--- config.mk ---
export PLATFORM = sky130hd
export DESIGN_NAME = mem_arbiter_flat
export DESIGN_NICKNAME = d
export VERILOG_FILES = /design/src/rtl/mem_arbiter_if.sv /design/src/rtl/mem_arbiter.sv /design/src/flat_wrapper.sv
export SDC_FILE = /design/constraint.sdc
export NUM_CORES = 1
export LEC_CHECK = 0
export CAP_MARGIN = 25
export CORE_ASPECT_RATIO = 0.6
export CORE_MARGIN = 4
export CORE_UTILIZATION = 41
export DETAILED_ROUTE_END_ITERATION = 7
export PLACE_DENSITY = 0.77
export SLEW_MARGIN = 20
export SYNTH_ARGS = -nofsm -noshare
export SYNTH_HDL_FRONTEND = slang
export SYNTH_SLANG_ARGS = --single-unit
export TNS_END_PERCENT = 1
--- constraint.sdc ---
create_clock -name clk -period 1.8 [get_ports clk]
set_clock_uncertainty 0.05 [all_clocks]
set_input_delay 0.18 -clock clk [delete_from_list [all_inputs] [get_ports clk]]
set_output_delay 0.18 -clock clk [all_outputs]
set_load 0.01 [all_outputs]
--- src/rtl/mem_arbiter_if.sv ---
// mem_arbiter_if
// Bundles the fetch port, the load/store port, the memory command/response
// bus and the busy flag of mem_arbiter into one interface.
//
// Signal summary:
//   if_req, if_addr                      fetch request and word address
//   if_gnt, if_valid, if_err, if_rdata   fetch grant / completion / timeout / data
//   ls_req, ls_we_re, ls_mask,
//   ls_addr, ls_wdata                    load/store command (ls_we_re=1 writes)
//   ls_gnt, ls_valid, ls_err, ls_rdata   load/store grant / completion / timeout / data
//   mem_request, mem_we_re, mem_mask,
//   mem_address, mem_data_in             registered memory command
//   mem_valid, mem_data_out              memory response
//   busy                                 arbiter is not idle
//
// Modports:
//   master - the arbiter's view (it drives the grants, completions and memory command)
//   slave  - the environment's view (requesters plus memory)
interface mem_arbiter_if #(
  parameter int ADDR_W = 12
);
  logic              if_req;
  logic [ADDR_W-1:0] if_addr;
  logic              if_gnt;
  logic              if_valid;
  logic              if_err;
  logic [31:0]       if_rdata;

  logic              ls_req;
  logic              ls_we_re;
  logic [3:0]        ls_mask;
  logic [ADDR_W-1:0] ls_addr;
  logic [31:0]       ls_wdata;
  logic              ls_gnt;
  logic              ls_valid;
  logic              ls_err;
  logic [31:0]       ls_rdata;

  logic              mem_request;
  logic              mem_we_re;
  logic [3:0]        mem_mask;
  logic [ADDR_W-1:0] mem_address;
  logic [31:0]       mem_data_in;
  logic              mem_valid;
  logic [31:0]       mem_data_out;

  logic              busy;

  modport master (
    input  if_req, if_addr,
    output if_gnt, if_valid, if_err, if_rdata,
    input  ls_req, ls_we_re, ls_mask, ls_addr, ls_wdata,
    output ls_gnt, ls_valid, ls_err, ls_rdata,
    output mem_request, mem_we_re, mem_mask, mem_address, mem_data_in,
    input  mem_valid, mem_data_out,
    output busy
  );

  modport slave (
    output if_req, if_addr,
    input  if_gnt, if_valid, if_err, if_rdata,
    output ls_req, ls_we_re, ls_mask, ls_addr, ls_wdata,
    input  ls_gnt, ls_valid, ls_err, ls_rdata,
    input  mem_request, mem_we_re, mem_mask, mem_address, mem_data_in,
    output mem_valid, mem_data_out,
    input  busy
  );
endinterface

--- src/rtl/mem_arbiter.sv ---
// mem_arbiter
// Shares one single-port memory between an instruction-fetch requester and a
// load/store requester. One transaction is outstanding at a time, and each
// transaction walks IDLE -> ISSUE -> WAIT -> IDLE. Ties alternate between the
// requesters, and a transaction whose memory never answers is aborted after
// TIMEOUT wait cycles with an error completion.
//
// Ports:
//   clk  - single clock, rising edge
//   rst  - asynchronous active-low reset
//   bus  - mem_arbiter_if.master: requester handshakes, memory bus, busy
//
// Parameters:
//   ADDR_W  - memory word-address width
//   TIMEOUT - wait cycles before an unanswered access is aborted (2..255)
module mem_arbiter #(
  parameter int ADDR_W  = 12,
  parameter int TIMEOUT = 15
) (
  input logic           clk,
  input logic           rst,
  mem_arbiter_if.master bus
);

  typedef enum logic [1:0] {IDLE, ISSUE, WAIT} state_e;
  typedef enum logic {OWNER_IF, OWNER_LS} owner_e;

  localparam logic [7:0] TimeoutCount = 8'(TIMEOUT);

  state_e            state_q, state_d;
  owner_e            owner_q, owner_d;
  logic [7:0]        count_q, count_d;
  logic [7:0]        countNext;
  logic              memRequest_q, memRequest_d;
  logic              memWe_q, memWe_d;
  logic [3:0]        memMask_q, memMask_d;
  logic [ADDR_W-1:0] memAddress_q, memAddress_d;
  logic [31:0]       memDataIn_q, memDataIn_d;
  logic              ifValid_q, ifValid_d;
  logic              ifErr_q, ifErr_d;
  logic [31:0]       ifRdata_q, ifRdata_d;
  logic              lsValid_q, lsValid_d;
  logic              lsErr_q, lsErr_d;
  logic [31:0]       lsRdata_q, lsRdata_d;
  logic              ifGnt;
  logic              lsGnt;

  // The wait counter saturates so a very large TIMEOUT can never wrap it.
  assign countNext = (count_q == 8'hFF) ? count_q : count_q + 8'd1;

  // State register plus every registered output. owner_q doubles as the
  // "granted last" memory used to break ties, and it resets to fetch so the
  // load/store port wins the very first tie.
  always_ff @(posedge clk or negedge rst) begin
    if (!rst) begin
      state_q      <= IDLE;
      owner_q      <= OWNER_IF;
      count_q      <= 8'd0;
      memRequest_q <= 1'b0;
      memWe_q      <= 1'b0;
      memMask_q    <= 4'h0;
      memAddress_q <= '0;
      memDataIn_q  <= 32'd0;
      ifValid_q    <= 1'b0;
      ifErr_q      <= 1'b0;
      ifRdata_q    <= 32'd0;
      lsValid_q    <= 1'b0;
      lsErr_q      <= 1'b0;
      lsRdata_q    <= 32'd0;
    end else begin
      state_q      <= state_d;
      owner_q      <= owner_d;
      count_q      <= count_d;
      memRequest_q <= memRequest_d;
      memWe_q      <= memWe_d;
      memMask_q    <= memMask_d;
      memAddress_q <= memAddress_d;
      memDataIn_q  <= memDataIn_d;
      ifValid_q    <= ifValid_d;
      ifErr_q      <= ifErr_d;
      ifRdata_q    <= ifRdata_d;
      lsValid_q    <= lsValid_d;
      lsErr_q      <= lsErr_d;
      lsRdata_q    <= lsRdata_d;
    end
  end

  // Next-state and output logic. The memory command is loaded at grant time
  // so it is already on the bus during ISSUE, and it is left untouched until
  // the next grant so it stays stable for the whole WAIT. Valid and err
  // default low so a completion is always a single-cycle pulse, and only the
  // latched owner's completion is ever touched. A response that coincides
  // with the last timeout cycle still counts as a normal completion.
  always_comb begin
    state_d      = state_q;
    owner_d      = owner_q;
    count_d      = count_q;
    memRequest_d = 1'b0;
    memWe_d      = memWe_q;
    memMask_d    = memMask_q;
    memAddress_d = memAddress_q;
    memDataIn_d  = memDataIn_q;
    ifValid_d    = 1'b0;
    ifErr_d      = 1'b0;
    ifRdata_d    = ifRdata_q;
    lsValid_d    = 1'b0;
    lsErr_d      = 1'b0;
    lsRdata_d    = lsRdata_q;
    ifGnt        = 1'b0;
    lsGnt        = 1'b0;

    unique case (state_q)
      IDLE: begin
        if (bus.ls_req && (!bus.if_req || owner_q == OWNER_IF)) begin
          lsGnt        = 1'b1;
          owner_d      = OWNER_LS;
          memRequest_d = 1'b1;
          memWe_d      = bus.ls_we_re;
          memMask_d    = bus.ls_mask;
          memAddress_d = bus.ls_addr;
          memDataIn_d  = bus.ls_wdata;
          state_d      = ISSUE;
        end else if (bus.if_req) begin
          ifGnt        = 1'b1;
          owner_d      = OWNER_IF;
          memRequest_d = 1'b1;
          memWe_d      = 1'b0;
          memMask_d    = 4'hF;
          memAddress_d = bus.if_addr;
          memDataIn_d  = 32'd0;
          state_d      = ISSUE;
        end
      end

      ISSUE: begin
        count_d = 8'd0;
        state_d = WAIT;
      end

      WAIT: begin
        if (bus.mem_valid) begin
          state_d = IDLE;
          if (owner_q == OWNER_IF) begin
            ifValid_d = 1'b1;
            if (!memWe_q) begin
              ifRdata_d = bus.mem_data_out;
            end
          end else begin
            lsValid_d = 1'b1;
            if (!memWe_q) begin
              lsRdata_d = bus.mem_data_out;
            end
          end
        end else if (countNext == TimeoutCount) begin
          state_d = IDLE;
          count_d = countNext;
          if (owner_q == OWNER_IF) begin
            ifValid_d = 1'b1;
            ifErr_d   = 1'b1;
            ifRdata_d = 32'd0;
          end else begin
            lsValid_d = 1'b1;
            lsErr_d   = 1'b1;
            lsRdata_d = 32'd0;
          end
        end else begin
          count_d = countNext;
        end
      end

      default: begin
        state_d = IDLE;
      end
    endcase
  end

  // Grants are combinational, so they are also gated by reset to keep every
  // output low while reset is held.
  assign bus.if_gnt      = ifGnt & rst;
  assign bus.ls_gnt      = lsGnt & rst;
  assign bus.if_valid    = ifValid_q;
  assign bus.if_err      = ifErr_q;
  assign bus.if_rdata    = ifRdata_q;
  assign bus.ls_valid    = lsValid_q;
  assign bus.ls_err      = lsErr_q;
  assign bus.ls_rdata    = lsRdata_q;
  assign bus.mem_request = memRequest_q;
  assign bus.mem_we_re   = memWe_q;
  assign bus.mem_mask    = memMask_q;
  assign bus.mem_address = memAddress_q;
  assign bus.mem_data_in = memDataIn_q;
  assign bus.busy        = (state_q != IDLE);

endmodule

--- src/flat_wrapper.sv ---
// flat-port wrapper written by rule: the top's interface ports become plain ports
module mem_arbiter_flat 
#(
  parameter int ADDR_W  = 12,
  parameter int TIMEOUT = 15
)
  (clk, rst, bus_if_req, bus_if_addr, bus_if_gnt, bus_if_valid, bus_if_err, bus_if_rdata, bus_ls_req, bus_ls_we_re, bus_ls_mask, bus_ls_addr, bus_ls_wdata, bus_ls_gnt, bus_ls_valid, bus_ls_err, bus_ls_rdata, bus_mem_request, bus_mem_we_re, bus_mem_mask, bus_mem_address, bus_mem_data_in, bus_mem_valid, bus_mem_data_out, bus_busy);
  mem_arbiter_if #(.ADDR_W(ADDR_W)) bus_i ();
  input logic clk;
  input logic rst;
  input wire logic [$bits(bus_i.if_req)-1:0] bus_if_req;
  input wire logic [$bits(bus_i.if_addr)-1:0] bus_if_addr;
  output wire logic [$bits(bus_i.if_gnt)-1:0] bus_if_gnt;
  output wire logic [$bits(bus_i.if_valid)-1:0] bus_if_valid;
  output wire logic [$bits(bus_i.if_err)-1:0] bus_if_err;
  output wire logic [$bits(bus_i.if_rdata)-1:0] bus_if_rdata;
  input wire logic [$bits(bus_i.ls_req)-1:0] bus_ls_req;
  input wire logic [$bits(bus_i.ls_we_re)-1:0] bus_ls_we_re;
  input wire logic [$bits(bus_i.ls_mask)-1:0] bus_ls_mask;
  input wire logic [$bits(bus_i.ls_addr)-1:0] bus_ls_addr;
  input wire logic [$bits(bus_i.ls_wdata)-1:0] bus_ls_wdata;
  output wire logic [$bits(bus_i.ls_gnt)-1:0] bus_ls_gnt;
  output wire logic [$bits(bus_i.ls_valid)-1:0] bus_ls_valid;
  output wire logic [$bits(bus_i.ls_err)-1:0] bus_ls_err;
  output wire logic [$bits(bus_i.ls_rdata)-1:0] bus_ls_rdata;
  output wire logic [$bits(bus_i.mem_request)-1:0] bus_mem_request;
  output wire logic [$bits(bus_i.mem_we_re)-1:0] bus_mem_we_re;
  output wire logic [$bits(bus_i.mem_mask)-1:0] bus_mem_mask;
  output wire logic [$bits(bus_i.mem_address)-1:0] bus_mem_address;
  output wire logic [$bits(bus_i.mem_data_in)-1:0] bus_mem_data_in;
  input wire logic [$bits(bus_i.mem_valid)-1:0] bus_mem_valid;
  input wire logic [$bits(bus_i.mem_data_out)-1:0] bus_mem_data_out;
  output wire logic [$bits(bus_i.busy)-1:0] bus_busy;
  assign bus_i.if_req = bus_if_req;
  assign bus_i.if_addr = bus_if_addr;
  assign bus_if_gnt = bus_i.if_gnt;
  assign bus_if_valid = bus_i.if_valid;
  assign bus_if_err = bus_i.if_err;
  assign bus_if_rdata = bus_i.if_rdata;
  assign bus_i.ls_req = bus_ls_req;
  assign bus_i.ls_we_re = bus_ls_we_re;
  assign bus_i.ls_mask = bus_ls_mask;
  assign bus_i.ls_addr = bus_ls_addr;
  assign bus_i.ls_wdata = bus_ls_wdata;
  assign bus_ls_gnt = bus_i.ls_gnt;
  assign bus_ls_valid = bus_i.ls_valid;
  assign bus_ls_err = bus_i.ls_err;
  assign bus_ls_rdata = bus_i.ls_rdata;
  assign bus_mem_request = bus_i.mem_request;
  assign bus_mem_we_re = bus_i.mem_we_re;
  assign bus_mem_mask = bus_i.mem_mask;
  assign bus_mem_address = bus_i.mem_address;
  assign bus_mem_data_in = bus_i.mem_data_in;
  assign bus_i.mem_valid = bus_mem_valid;
  assign bus_i.mem_data_out = bus_mem_data_out;
  assign bus_busy = bus_i.busy;
  mem_arbiter #(.ADDR_W(ADDR_W), .TIMEOUT(TIMEOUT)) u_core (.clk(clk), .rst(rst), .bus(bus_i));
endmodule
==> flow_metrics.env, run 1 <==
export IMPL_run_status="finished, violations left"
export IMPL_violations_in_the_final_reports="negative setup slack"
export IMPL_synth_top_family_by_area="compound AO/OA/AOI/OAI gates"
export IMPL_drt_antenna_violating_nets=0
export IMPL_io_buffers=218
export IMPL_dr_first_iter_drc_count=298
export IMPL_dpl_hpwl_um=12800
export IMPL_die_w_um=165
export IMPL_synthArstFlopShare_pct=100
export IMPL_ctsLongestPathBuffers=2
export IMPL_largest_net_degree_at_the_start_of_global_routing=130
export IMPL_groute_usage_overall_pct=21.9
export IMPL_setup_violations_final=67
export IMPL_crit_required_ps=2040
export IMPL_cp_max_fo=8
export IMPL_design_final_nets=838
export IMPL_clockRootBuffer="clkbuf_16"
export IMPL_design_portCount=219
export IMPL_vias_per_cell=5.21
export IMPL_antenna_violations_before_repair=0
export IMPL_power_leakage_nw=4.19
export IMPL_worstHoldPathType="input pin to flip-flop"
export IMPL_path_buf_inv=2
export IMPL_antenna_cells=0
export IMPL_drv_cap=0
export IMPL_overflow=0
export IMPL_areaGrowthSynthToFinish_pct=60.6
export IMPL_synth_unique_cells=46
export IMPL_fmaxAchievable_mhz=531
export IMPL_finish_utilization_pct=69.1
export IMPL_power_dens_cells_nw_per_um2=1510
export IMPL_die_h_um=102
export IMPL_postSynthRegisterBits=129
export IMPL_synth_xor_area_share_pct=0
export IMPL_worst_skew_pair_late_latency_ps=400
export IMPL_met1_length_um=8900
export IMPL_placed_area_um2=8680
export IMPL_synthesis_nets=576
export IMPL_synth_edf_count=0
export IMPL_cts_htree_levels=4
export IMPL_start_util_pct=43.1
export IMPL_period_needed_ps=1880
export IMPL_cts_buffers=17
export IMPL_layout_drive_gt1_share_pct=24.6
export IMPL_post_synth_main_area_contributors="dfrtp_1, mux2i_1, a21oi_2, a22o_1, and2_1"
export IMPL_post_synth_fa_ha_maj_area_fraction_pct=0.208
export IMPL_peakVddDrop_mv=0.777
export IMPL_relSlewSlack_pct=50.4
export IMPL_post_synth_cell_area_avg_um2=12.6
export IMPL_final_critical_path_setup_slack_ps=-81.7
export IMPL_clock_tree_from_tritoncts="built"
export IMPL_endpoint_kind="flip-flop"
export IMPL_routed_wl_per_cell_um=20.1
export IMPL_count_of_final_hold_check_violations=0
export IMPL_fillerInstances=1012
export IMPL_synth_largest_type_area_fraction_pct=53.6
export IMPL_wirelength_um=19000
export IMPL_coreArea_um2=14000
export IMPL_first_global_vias=5296
export IMPL_routed_wl_met2_um=8420
export IMPL_rsz_0062_raised_after_global_routing="yes"
export IMPL_synth_mux_area_fraction_pct=13.0
export IMPL_crit_slowest_cell="dfrtp_1"
export IMPL_floorplan_rows=33
export IMPL_route_top_layer_used="met4"
export IMPL_route_vias_total=4918
export IMPL_fin_area_um2=9680
export IMPL_gp_congestion=0.804
export IMPL_clkSlewWorstSetupHoldPaths_ps=60
export IMPL_timing_setup_critical_path_class="flip-flop to flip-flop"
export IMPL_start_kind="flip-flop"
export IMPL_worstPathArrival_ps=2120
export IMPL_placed_cells_incl_taps=898
export IMPL_grt_first_pass_wirelength_um=28600
export IMPL_worst_slew_pin_slew_ps=743
export IMPL_post_synthesis_compound_gate_area_fraction_pct=19.6
export IMPL_share_of_the_yosys_chip_area_belonging_to_registers_pct=53.6
export IMPL_syn_cell_area_um2=6030
export IMPL_instances_no_fill=944
export IMPL_cpPeakStageDelay_ps=430
export IMPL_timing_critical_path_cells="buf_6 -> and3_1 -> o2bb2ai_1 -> o2111a_4 -> buf_12 -> a21oi_1"
export IMPL_die_area_um2=16800
export IMPL_netlist_top_cell_by_area="dfrtp_1"
export IMPL_clkSinkCount=129
export IMPL_drc=0
export IMPL_synth_simple_area_share_pct=8.12
export IMPL_yosysWarningCount=0
export IMPL_synth_top_flop_cell="dfrtp_1"
export IMPL_synth_cells=477
export IMPL_drt_pass1_iter_count=4
export IMPL_drv_slew=0
export IMPL_post_route_period_util_pct=105
export IMPL_cp_top_family="compound AO/OA/AOI/OAI gates"
export IMPL_detail_route_met3_wl_um=1460
layer usage:
layer / vias up / global-route usage, %
met5: - / 0
met4: 0 / 5.43
met3: 21 / 7.82
met2: 196 / 33.9
met1: 2443 / 29.9
li1: 2258 / -
layout make-up:
type	instances	area (µm²)	area share, %
Clock buffer	20	457	4.72
Clock inverter	12	180	1.86
Inverter	5	18.8	0.194
Multi-Input combinational cell	305	2620	27.1
Sequential cell	129	3230	33.4
Tap cell	192	240	2.48
Timing Repair Buffer	281	2930	30.2
layout by cell type, fill, tap and decap left out, types with 6 or more instances in the layout:
cell / instances
clkbuf_16: 23
mux2i_1: 77
nand2_1: 18
a21oi_2: 62
clkdlybuf4s50_1: 214
a22o_1: 34
o21ai_0: 13
and2_1: 33
dfrtp_1: 125
buf_6: 6
buf_12: 12
buf_4: 39
worst paths after layout:
| kind | cells after the start | slack (ps) | endpoint | startpoint |
|---|---|---|---|---|
| setup / recovery | 6 | -80 | u_core.bus.if_rdata[0] | u_core.count_q[6] |
| hold / removal | 2 | 330 | u_core.bus.mem_data_in[15] | bus_ls_wdata[15] |
| setup reg to reg | 6 | -80 | u_core.bus.if_rdata[0] | u_core.count_q[6] |
| hold reg to reg | 2 | 430 | u_core.bus.mem_address[3] | u_core.bus.mem_address[3] |
| max in group asynchronous | 3 | 710 | u_core.bus.mem_mask[0] | rst |
| min in group asynchronous | 3 | 380 | u_core.bus.mem_address[9] | rst |
Yosys cell counts (2+ instances only):
cell	number
a211oi_1	3
a21oi_1	6
a21oi_2	60
a22o_1	34
a31oi_1	2
and2_1	34
and3_1	2
buf_12	6
buf_2	17
buf_6	7
clkbuf_1	9
dfrtp_1	129
inv_1	5
mux2i_1	77
nand2_1	18
nand2b_1	3
nand3_1	5
nor2_1	6
nor2b_1	3
nor3_2	2
nor4_1	3
o2111a_4	2
o211ai_1	3
o21ai_0	16
o22a_1	4
kinds of logic after synthesis:
kind of cell	count (synthesis)
adder cells (fa/ha/maj)	1
AND/OR/NAND/NOR	84
buffers and inverters	44
flip-flops	129
multiplexers	78
AO/OA/AOI/OAI	141
timing repair:
action	4_1_cts	5_1_grt
gates resized for setup	16	21
hold endpoints to repair	129	0
hold buffers	1	0
gates cloned	0	9
setup endpoints to repair	71	71
pin swaps	6	41
buffers inserted	0	4
where the power goes:
group	internal, W	total (W)	switching (W)
registers	0.00403	0.00482	0.000785
logic	0.00339	0.00609	0.00270
clock network	0.00240	0.00369	0.00129
total	0.00982	0.0146	0.00478
worst reg2reg max path: cells and delay by family, from the launching register on:
family / cells / cell delay (ps)
flops: 1 / 430
compound gates: 3 / 750
buf+inv: 2 / 330
simple gates: 1 / 200
through the flow:
stage | hold slack [ps] | power, W | setup slack [ps] | TNS [ps]
2_1_floorplan | -166 | 0.00735 | 42.9 | 0
3_3_place_gp | 338 | 0.0107 | -82.2 | -2300
3_5_place_dp | 349 | 0.0108 | -236 | -5630
4_1_cts | 310 | 0.0146 | -38.3 | -659
5_1_grt | 310 | 0.0154 | -135 | -7420
6_report | 326 | 0.0146 | -81.7 | -3700
flip-flops by register name, summed over array words and instances, names as in the netlist, 2 cells and up:
signal,cells
u_core.bus.if_rdata,32
u_core.bus.ls_rdata,32
u_core.bus.mem_address,12
u_core.bus.mem_data_in,32
u_core.bus.mem_mask,4
u_core.count_q,8
u_core.state_q,2
(Power assumes the default switching activity.)
==> inputs of run 2 (changes only) <==
--- a/config.mk
+++ b/config.mk
@@ -5,7 +5,7 @@
 export SDC_FILE = /design/constraint.sdc
 export NUM_CORES = 1
 export LEC_CHECK = 0
-export CAP_MARGIN = 25
+export CAP_MARGIN = 10
 export CORE_ASPECT_RATIO = 0.6
 export CORE_MARGIN = 4
 export CORE_UTILIZATION = 41
==> results of run 2 <==
The final DEF is identical to that of run 1; final timing and power are the same.
